==> config.mk <==
export PLATFORM = sky130hd
export DESIGN_NAME = sequence_store
export DESIGN_NICKNAME = d
export VERILOG_FILES = /design/src/rtl/sequence_store.sv
export SDC_FILE = /design/constraint.sdc
export NUM_CORES = 1
export LEC_CHECK = 0
export ABC_AREA = 1
export BUFFER_PORTS_ARGS = -buffer_cell sky130_fd_sc_hd__clkbuf_2
export CORE_UTILIZATION = 43
export CTS_CLUSTER_SIZE = 12
export DETAILED_ROUTE_END_ITERATION = 16
export PLACE_DENSITY = 0.62
export REMOVE_ABC_BUFFERS = 1
export SLEW_MARGIN = 20
export SYNTH_ARGS = -nofsm -noshare
export SYNTH_HDL_FRONTEND = slang
export SYNTH_SLANG_ARGS = --single-unit
==> constraint.sdc <==
create_clock -name clk -period 2.7 [get_ports clk]
set_input_delay 0.81 -clock clk [delete_from_list [all_inputs] [get_ports clk]]
set_output_delay 0.81 -clock clk [all_outputs]
set_load 0.05 [all_outputs]
==> src/rtl/sequence_store.sv <==
// Colour sequence store: appends up to DEPTH colours, replays them over a valid/advance handshake
// and checks player presses against them. Optional seq_flat snapshot via SEQ_STORE_SNAPSHOT_EN.
module sequence_store #(
  parameter int COLOUR_W = 2,
  parameter int DEPTH    = 32,
  parameter int LEN_W    = $clog2(DEPTH + 1)
) (
  input  logic                clk,
  input  logic                reset_n,
  input  logic                clear,
  input  logic                load,
  input  logic [COLOUR_W-1:0] new_colour,
  input  logic                play_start,
  input  logic                play_adv,
  output logic [COLOUR_W-1:0] play_colour,
  output logic                play_valid,
  output logic                play_last,
  input  logic                chk_start,
  input  logic                chk_valid,
  input  logic [COLOUR_W-1:0] chk_colour,
  output logic                chk_done,
  output logic                chk_miss,
  output logic [LEN_W-1:0]    chk_idx,
  output logic [LEN_W-1:0]    length,
  output logic                full,
  output logic                busy
`ifdef SEQ_STORE_SNAPSHOT_EN
  ,
  output logic [DEPTH*COLOUR_W-1:0] seq_flat
`endif
);

  localparam int IDX_W = $clog2(DEPTH);

  typedef enum logic [1:0] {IDLE, PLAY, CHECK} state_t;

  // Replay handshake: play_colour is offered while play_valid=1; the consumer
  // accepts it by raising play_adv, and the next entry appears the cycle after.
  state_t                state, state_n;
  logic [COLOUR_W-1:0]   mem [DEPTH];
  logic [LEN_W-1:0]      length_n, rd_ptr, rd_ptr_n, rd_ptr_inc, chk_idx_n, last_idx;
  logic [COLOUR_W-1:0]   play_colour_n;
  logic                  play_valid_n, chk_done_n, chk_miss_n, wr_en;

  assign full       = (length == LEN_W'(DEPTH));
  assign busy       = (state != IDLE);
  assign last_idx   = length - LEN_W'(1);
  assign rd_ptr_inc = rd_ptr + LEN_W'(1);
  assign play_last  = play_valid && (rd_ptr == last_idx);

  always_comb begin
    state_n       = state;
    length_n      = length;
    rd_ptr_n      = rd_ptr;
    play_colour_n = play_colour;
    play_valid_n  = play_valid;
    chk_idx_n     = chk_idx;
    chk_done_n    = 1'b0;
    chk_miss_n    = 1'b0;
    wr_en         = 1'b0;
    if (clear) begin
      state_n      = IDLE;
      length_n     = '0;
      rd_ptr_n     = '0;
      play_valid_n = 1'b0;
      chk_idx_n    = '0;
    end else begin
      case (state)
        IDLE: begin
          // A load request always consumes the cycle, even when it is discarded.
          if (load) begin
            if (!full) begin
              wr_en    = 1'b1;
              length_n = length + LEN_W'(1);
            end
          end else if (play_start && (length != '0)) begin
            state_n       = PLAY;
            rd_ptr_n      = '0;
            play_colour_n = mem[0];
            play_valid_n  = 1'b1;
          end else if (chk_start && (length != '0)) begin
            state_n   = CHECK;
            chk_idx_n = '0;
          end
        end
        PLAY: begin
          if (play_adv && play_valid) begin
            if (rd_ptr == last_idx) begin
              play_valid_n = 1'b0;
              state_n      = IDLE;
            end else begin
              rd_ptr_n      = rd_ptr_inc;
              play_colour_n = mem[rd_ptr_inc[IDX_W-1:0]];
            end
          end
        end
        CHECK: begin
          if (chk_valid) begin
            if (chk_colour != mem[chk_idx[IDX_W-1:0]]) begin
              chk_miss_n = 1'b1;
              state_n    = IDLE;
            end else if (chk_idx == last_idx) begin
              chk_done_n = 1'b1;
              state_n    = IDLE;
            end else begin
              chk_idx_n = chk_idx + LEN_W'(1);
            end
          end
        end
        default: state_n = IDLE;
      endcase
    end
  end

  always_ff @(posedge clk or negedge reset_n) begin
    if (!reset_n) begin
      state       <= IDLE;
      length      <= '0;
      rd_ptr      <= '0;
      play_colour <= '0;
      play_valid  <= 1'b0;
      chk_idx     <= '0;
      chk_done    <= 1'b0;
      chk_miss    <= 1'b0;
    end else begin
      state       <= state_n;
      length      <= length_n;
      rd_ptr      <= rd_ptr_n;
      play_colour <= play_colour_n;
      play_valid  <= play_valid_n;
      chk_idx     <= chk_idx_n;
      chk_done    <= chk_done_n;
      chk_miss    <= chk_miss_n;
    end
  end

  // Storage has no reset; length alone defines which entries are meaningful.
  always_ff @(posedge clk) begin
    if (wr_en) mem[length[IDX_W-1:0]] <= new_colour;
  end

`ifdef SEQ_STORE_SNAPSHOT_EN
  always_ff @(posedge clk or negedge reset_n) begin
    if (!reset_n) begin
      seq_flat <= '0;
    end else if (clear) begin
      seq_flat <= '0;
    end else if (wr_en) begin
      seq_flat[int'(length[IDX_W-1:0]) * COLOUR_W +: COLOUR_W] <= new_colour;
    end
  end
`endif

endmodule
# [Yosys cells after proc, flatten, opt, wreduce, memory -nomap -nowiden]
# Memory sizes are Yosys's and may differ from the RTL's.
# Index checks and enable logic that the tools add are counted.
[op_classes] add_sub_neg=4 eq_ne=23 muxes=54 n_bitwise=1 n_reduce_logical=18
[ops] cell="$mux 6" count=16
[ops] cell="$ne 3x3->1 const B" count=10
[ops] cell="$mux 2" count=13
[ops] cell="$pmux 6 s2" count=2
[ops] cell="$mux 1" count=20
[ops] cell="$add 6x1->6 const B" count=3
[ops] cell="$eq 6x6->1" count=2
[ops] cell="$reduce_and 6->1" count=2
[ops] cell="$ne 2x2->1 const B" count=5
[ops] cell="$reduce_and 5->1" count=2
[ops] cell="$ne 4x4->1 const B" count=2
[ops] cell="$reduce_bool 2->1" count=4
[ops] cell="$reduce_and 7->1" count=1
[ops] cell="$eq 6x6->1 const B" count=1
[ops] cell="$pmux 2 s3" count=1
[ops] cell="$reduce_bool 3->1" count=2
[ops] cell="$reduce_bool 6->1" count=1
[ops] cell="$sub 6x1->6 const B" count=1
[ops] cell="$logic_and 1x1->1" count=4
[ops] cell="$pmux 2 s2" count=1
[ops] cell="$reduce_and 3->1" count=1
[ops] cell="$eq 2x1->1 const B" count=1
[ops] cell="$eq 2x2->1 const B" count=1
[ops] cell="$logic_not 2->1" count=1
[ops] cell="3 further kinds" count=3
[totals] regBits=25 ram_bits=64 input_bits=12 output_inout_bits=20 word_cells=109 memories=1
[mem_list] name="mem" words=32 word_bits=2 rd=3 rd_clocked_by_memory_dff=0 write_ports=1 line="40" text="logic [COLOUR_W-1:0] mem [DEPTH];"

# [Depth between registers and ports, before layout]
# Gate-level depths: netlist (run 1).
[logic_depth] word_depth=7 ltp_mapped=17 depth_no_buf=15

# [Least setup slack after synthesis (run 1)]
# No wires, ideal clock.
[synth_timing] path_kind="register to output" start="register length[0]" end="output port play_last" arrival_time_ns=2.492 required_ns=1.890 path_slack_ns=-0.602 path_stages_with_launch=9 path_buffers=0 cell_sequence="dfrtp_1 -> inv_2 -> ha_1 -> xor2_4 -> xnor2_1 -> nand2_1 -> nor3_2 -> nand2_2 -> nor2_1"
[synth_between] elab_chain_cells=3
[synth_lines] element="from (decl)" line="24" text="output logic [LEN_W-1:0] length,"
[synth_lines] element="from (signal assigned)" line="127" text="length <= length_n;"
[synth_lines] element="$sub 6x1->6" line="47" text="assign last_idx = length - LEN_W'(1);"
[synth_lines] element="$eq 6x6->1" line="49" text="assign play_last = play_valid && (rd_ptr == last_idx);"
[synth_lines] element="$logic_and 1x1->1" line="49"
[synth_lines] element="to (decl)" line="17" text="output logic play_last,"
# No other way between the ends.

# [Worst setup path after layout (run 1)]
# Ends and elaborated chain as after synthesis.

==> results of run 1 <==
## layer usage
layer	vias up	track usage	part of all wire
li1	2282	-	-
met1	2233	0.3155	0.43
met2	191	0.3903	0.46
met3	36	0.04182	0.071
met4	0	0.09524	0.030
met5	-	0	0
## through the flow
step / utilization / power, W / TNS, ns / cell area [sq um]
floorplan: - / 0.003029 / -0.6279 / 5215
global placement: 0.4718 / 0.003560 / 0 / 5714
detailed placement: 0.4718 / 0.003594 / 0 / 5714
CTS: 0.5011 / 0.004887 / -0.04895 / 6070
global route: 0.5026 / 0.005192 / -0.1614 / 6087
finish: 0.5026 / 0.004911 / -0.05032 / 6087
## final cells by class
type	instances	share of cell area
inverter	93	0.05817
multi-input combinational	464	0.3862
sequential	89	0.4187
clock buffer	9	0.03700
timing repair buffer	50	0.05406
tap	168	0.03453
clock inverter	7	0.01131
## sequential cells by signal (all words and copies together), names as in the netlist
register and cells:
state 2, chk_miss 1, rd_ptr 6, mem 64
play_colour 2, chk_done 1, chk_idx 6, length 6
play_valid 1
## kinds of logic (layout without fill, tap and decap cells)
group,Yosys count,after routing,synth area share
adders and majority gates,7,7,0.01620
buffers and inverters,119,159,0.1009
xor gates and xnor gates,12,12,0.02569
AOI/OAI and AO/OA,103,103,0.1058
and+or+nand+nor,342,342,0.2803
DFF,89,89,0.4712
## synth_stat cells (9+ instances only)
cell	instances	area, sq um
a21oi_1	32	160.2
o21ai_1	14	70.07
edfxtp_1	64	1922
dfrtp_1	25	625.6
nand2_2	10	62.56
nand2_1	168	630.6
buf_6	9	101.4
nor2_1	55	206.5
inv_2	10	37.54
nand3_1	86	430.4
inv_1	81	304.0
o21ai_0	36	180.2
## final timing paths
kind                                   to  depth (start not counted)            from  slack, ns
max                             play_last                          9       length[0]      -0.05
min                            chk_idx[2]                          1         reset_n       0.49
max reg2reg                     mem[1][1]                         11       length[2]       0.25
min reg2reg                play_colour[1]                          2  play_colour[1]       0.49
max in group asynchronous      chk_idx[0]                          1         reset_n       1.75
min in group clk           play_colour[1]                          2  play_colour[1]       0.49
## repair_timing
action                                  4_1_cts  5_1_grt
gates resized for setup                       8        1
endpoints found under the setup margin        1        1
pin swaps                                     4        1
buffers inserted                              3        2
hold buffers                                  0        0
## report_power, final
part | internal (W) | leakage [nW] | switching, W
Clock | 0.000715 | 0.139 | 0.000520
Combinational | 0.000660 | 1.56 | 0.00137
Sequential | 0.00153 | 0.917 | 0.000114
==> impl_metrics.tcl, run 1 <==
set metrics [dict create \
    yosys_warnings 0 \
    final_common_cell "nand2_1" \
    path_cells "inv_2 > ha_4 > xor2_4 > xnor2_1 > nand2_1 > nor3_2 > nand2_2 > nor2_4 > buf_12" \
    status "finished with violations" \
    skew_ns 0.003770 \
    setup_viol_count_final 1 \
    num-fill-cells 1181 \
    synthCells 672 \
    portBuffers 31 \
    first_iter_violations 336 \
    report.final.slew_viol_count 0 \
    ys.flop_type "edfxtp_1" \
    violations "setup timing" \
    cts_buffers 9 \
    vias 4742 \
    cts.clk_slew.worst_paths_ns 0.06 \
    p_per_area_nw_per_um2 806.8 \
    num_antenna_cells 0 \
    relSlewSlack 0.5634 \
    syn_area_sq_um 5406 \
    clk_path_buf_depth 2 \
    worst_ep_required_time_ns 1.89 \
    slowest_delay_ns 0.39 \
    slowest_stage "dfrtp_1" \
    wirelength_microns 14780 \
    period_minus_slack_ns 2.750 \
    cp_max_fo 5 \
    final_layout_size_suffix_gt1_frac 0.1615 \
    place_hpwl_microns 10110 \
    grt_util_all_layers 0.2387 \
    mostFrequentLayoutCells "168 x nand2_1, 86 x nand3_1, 80 x inv_1" \
    cts_max_level 3 \
    multiInputGateArea_sq_um 2351 \
    grt_first_pass_wirelength_microns 23190 \
    io_pins 32 \
    worstHoldPathType "in -> async" \
    rsz0062_at_grt "yes" \
    cts.sinks 89 \
    vdd_drop_max_v 0.0005196 \
    synthToLayoutAreaGrowth_pct 12.59 \
    layout.nets 726 \
    tritoncts "yes" \
    seq_area_sq_um 2549 \
    fin_cells 880 \
    coreArea_sq_um 12110 \
    whs_ns 0.4910 \
    synth_async_sr_flop_share 0.2809 \
    drcViolationCount 0 \
    max_freq_mhz 363.6 \
    die-height_microns 114.1 \
    die-width_microns 114.1 \
    synth_cell_types 38 \
    worstMarginPinSlew_ns 0.6549 \
    crit_buf_inv 2 \
    hold_viol 0 \
    overflow 0 \
    p_leak_nw 2.614 \
    place_ws_ns 0.1384 \
    antenna_found_initial 0 \
    grt_max_degree 37 \
    rows 40 \
    fin_ws_ns -0.05032 \
    endpoint_kind "primary output" \
    fin_crit_sh 1.019 \
    grt_pass1_vias 4518 \
    max-cap-violations 0 \
    routabilityCongestion 0.8917 \
    synth_edf_count 64 \
    cp_top_family "simple AND/OR/NAND/NOR gates" \
    syn_area_per_cell_sq_um 8.045 \
    postSynthRegisterBits 89 \
    clk_latency_ns 0.34 \
    dp_cells 859 \
    critPathKind "reg -> out" \
    yosysSeqAreaShare 0.4712 \
    dr.pass1.iters 5 \
    postRouteAntennaNets 0 \
    ctsRootBufferMaster "clkbuf_16" \
    via_per_inst 5.389 \
    start_util 0.4464 \
    wl_per_cell_microns 16.79 \
    crit_path_start_kind "flop" \
    arrival_ns 1.94 \
    die_area_sq_um 13030 \
]
(Power assumes the default switching activity.)
==> run 2: changes to the inputs <==
--- a/config.mk
+++ b/config.mk
@@ -7,10 +7,10 @@
 export LEC_CHECK = 0
 export ABC_AREA = 1
 export BUFFER_PORTS_ARGS = -buffer_cell sky130_fd_sc_hd__clkbuf_2
-export CORE_UTILIZATION = 43
+export CORE_UTILIZATION = 55
 export CTS_CLUSTER_SIZE = 12
 export DETAILED_ROUTE_END_ITERATION = 16
-export PLACE_DENSITY = 0.62
+export PLACE_DENSITY = 0.75
 export REMOVE_ABC_BUFFERS = 1
 export SLEW_MARGIN = 20
 export SYNTH_ARGS = -nofsm -noshare
==> run 2 against run 1 <==
Net effect:
- largest cell class unchanged
- the flow still finishes with violations (setup timing)
- critical path depth did not move
- sequential power fell by 3%
- final cell count fell by 4.4%
- fmax fell by 1.5%
==> impl_metrics.tcl, run 2 (same netlist as run 1, synthesis figures left out) <==
set metrics [dict create \
    clk_latency_ns 0.37 \
    cts.clk_slew.worst_paths_ns 0.09 \
    cts_max_level 3 \
    p_per_area_nw_per_um2 761.2 \
    die-width_microns 101.1 \
    violations "setup timing" \
    vias 4845 \
    wl_per_cell_microns 17.26 \
    vdd_drop_max_v 0.0005015 \
    antenna_found_initial 0 \
    place_hpwl_microns 9869 \
    die-height_microns 101.1 \
    largest_reg_flops 64 \
    num_antenna_cells 0 \
    p_leak_nw 2.587 \
    endpoint_kind "primary output" \
    rows 35 \
    wirelength_microns 14510 \
    clk_path_buf_depth 2 \
    first_iter_violations 459 \
    mostFrequentLayoutCells "168 x nand2_1, 85 x nand3_1, 80 x inv_1" \
    layout.nets 726 \
    worstHoldPathType "in -> async" \
    relSlewSlack 0.5569 \
    fin_cells 841 \
    tritoncts "yes" \
    status "finished with violations" \
    fin_crit_sh 1.034 \
    cp_max_fo 3 \
    period_minus_slack_ns 2.793 \
    synthToLayoutAreaGrowth_pct 10.11 \
    multiInputGateArea_sq_um 2386 \
    crit_path_start_kind "flop" \
    final_area_sq_um 5953 \
    worst_ep_required_time_ns 1.89 \
    max-cap-violations 0 \
    grt_util_all_layers 0.3002 \
    critPathKind "reg -> out" \
    r2r-end "mem[30][1]" \
    cts_buffers 9 \
    report.final.slew_viol_count 0 \
    seq_area_sq_um 2547 \
    grt_first_pass_wirelength_microns 22710 \
    grt_pass1_vias 4601 \
    die_area_sq_um 10230 \
    start_util 0.5769 \
    io_pins 32 \
    cts.sinks 89 \
    ctsRootBufferMaster "clkbuf_8" \
    final_common_cell "nand2_1" \
    finalSetupTns_ns -0.09278 \
    routabilityCongestion 0.9518 \
    num-fill-cells 813 \
    arrival_ns 1.98 \
    skew_ns 0.01056 \
    via_per_inst 5.761 \
    setup_viol_count_final 1 \
    dp_cells 819 \
    coreArea_sq_um 9371 \
    rsz0062_at_grt "yes" \
    dr.pass1.iters 6 \
    reg2reg_slack_ns 0.30 \
    final_layout_size_suffix_gt1_frac 0.1657 \
    portBuffers 31 \
    hold_viol 0 \
    overflow 0 \
    cts_hold_buf 0 \
    worstSetupStartpoint "length[1]" \
    place_area_sq_um 5642 \
    fin_ws_ns -0.09278 \
    drcViolationCount 0 \
    grt_max_degree 49 \
    max_freq_mhz 358.1 \
    worstMarginPinSlew_ns 0.6647 \
    rr_startpoint "length[4]" \
    postRouteAntennaNets 0 \
    rr_worst_depth 10 \
]
## run 2: what timing repair did
item | 4_1_cts | 5_1_grt
gates cloned | 0 | 0
buffers inserted | 5 | 1
setup endpoints to repair | 1 | 2
gates resized for setup | 14 | 4
pin swaps | 6 | 8
## run 2: worst max path at each step
stage / slack [ns] / depth (start not counted) / endpoint
2_1_floorplan: -0.63 / 8 / play_last
3_3_place_gp: 0.15 / 9 / play_last
3_5_place_dp: 0.1 / 9 / play_last
4_1_cts: -0.13 / 10 / play_last
5_1_grt: -0.18 / 9 / play_last
6_report: -0.09 / 9 / play_last
## run 2: cell type report
| class | count | area share |
|---|---|---|
| clock buffer | 10 | 0.02312 |
| clock inverter | 6 | 0.007146 |
| inverter | 93 | 0.05948 |
| multi-input combinational | 464 | 0.4008 |
| sequential | 89 | 0.4279 |
| tap | 129 | 0.02711 |
| timing repair buffer | 50 | 0.05443 |
## run 2: routing by layer
metal,routed length (microns),global-route usage,part of all wire,vias up
met2,7051,0.4945,0.49,272
li1,-,-,-,2268
met3,1371,0.04693,0.094,33
met5,0,0,0,-
met4,253,0.1115,0.017,0
met1,5837,0.4045,0.40,2272
## run 2: stage by stage
| stage | hold WS, ns | util | worst slack (ns) | power (W) |
|---|---|---|---|---|
| 6_report | 0.4557 | 0.6352 | -0.09278 | 0.004532 |
| 5_1_grt | 0.5010 | 0.6352 | -0.1807 | 0.004787 |
| 4_1_cts | 0.4637 | 0.6330 | -0.1298 | 0.004467 |
| 3_5_place_dp | 0.4694 | 0.6020 | 0.09579 | 0.003562 |
| 3_3_place_gp | 0.4730 | 0.6020 | 0.1544 | 0.003506 |
| 2_1_floorplan | 0.4629 | - | -0.6279 | 0.003029 |
## run 2: where the power goes
part	leakage (nW)	total [W]	internal [W]	switching, W
Clock	0.0965	0.000864	0.000362	0.000502
Sequential	0.919	0.00160	0.00153	0.0000736
Combinational	1.57	0.00207	0.000653	0.00141
## run 2: critical path, cell delays in order, from the launching register on
cell     delay [ns]
dfrtp_1        0.40
inv_2          0.12
ha_4           0.19
xor2_4         0.17
xnor2_2        0.13
nand2_1        0.08
nor3_2         0.18
nand2_2        0.10
nor2_4         0.10
buf_8          0.15
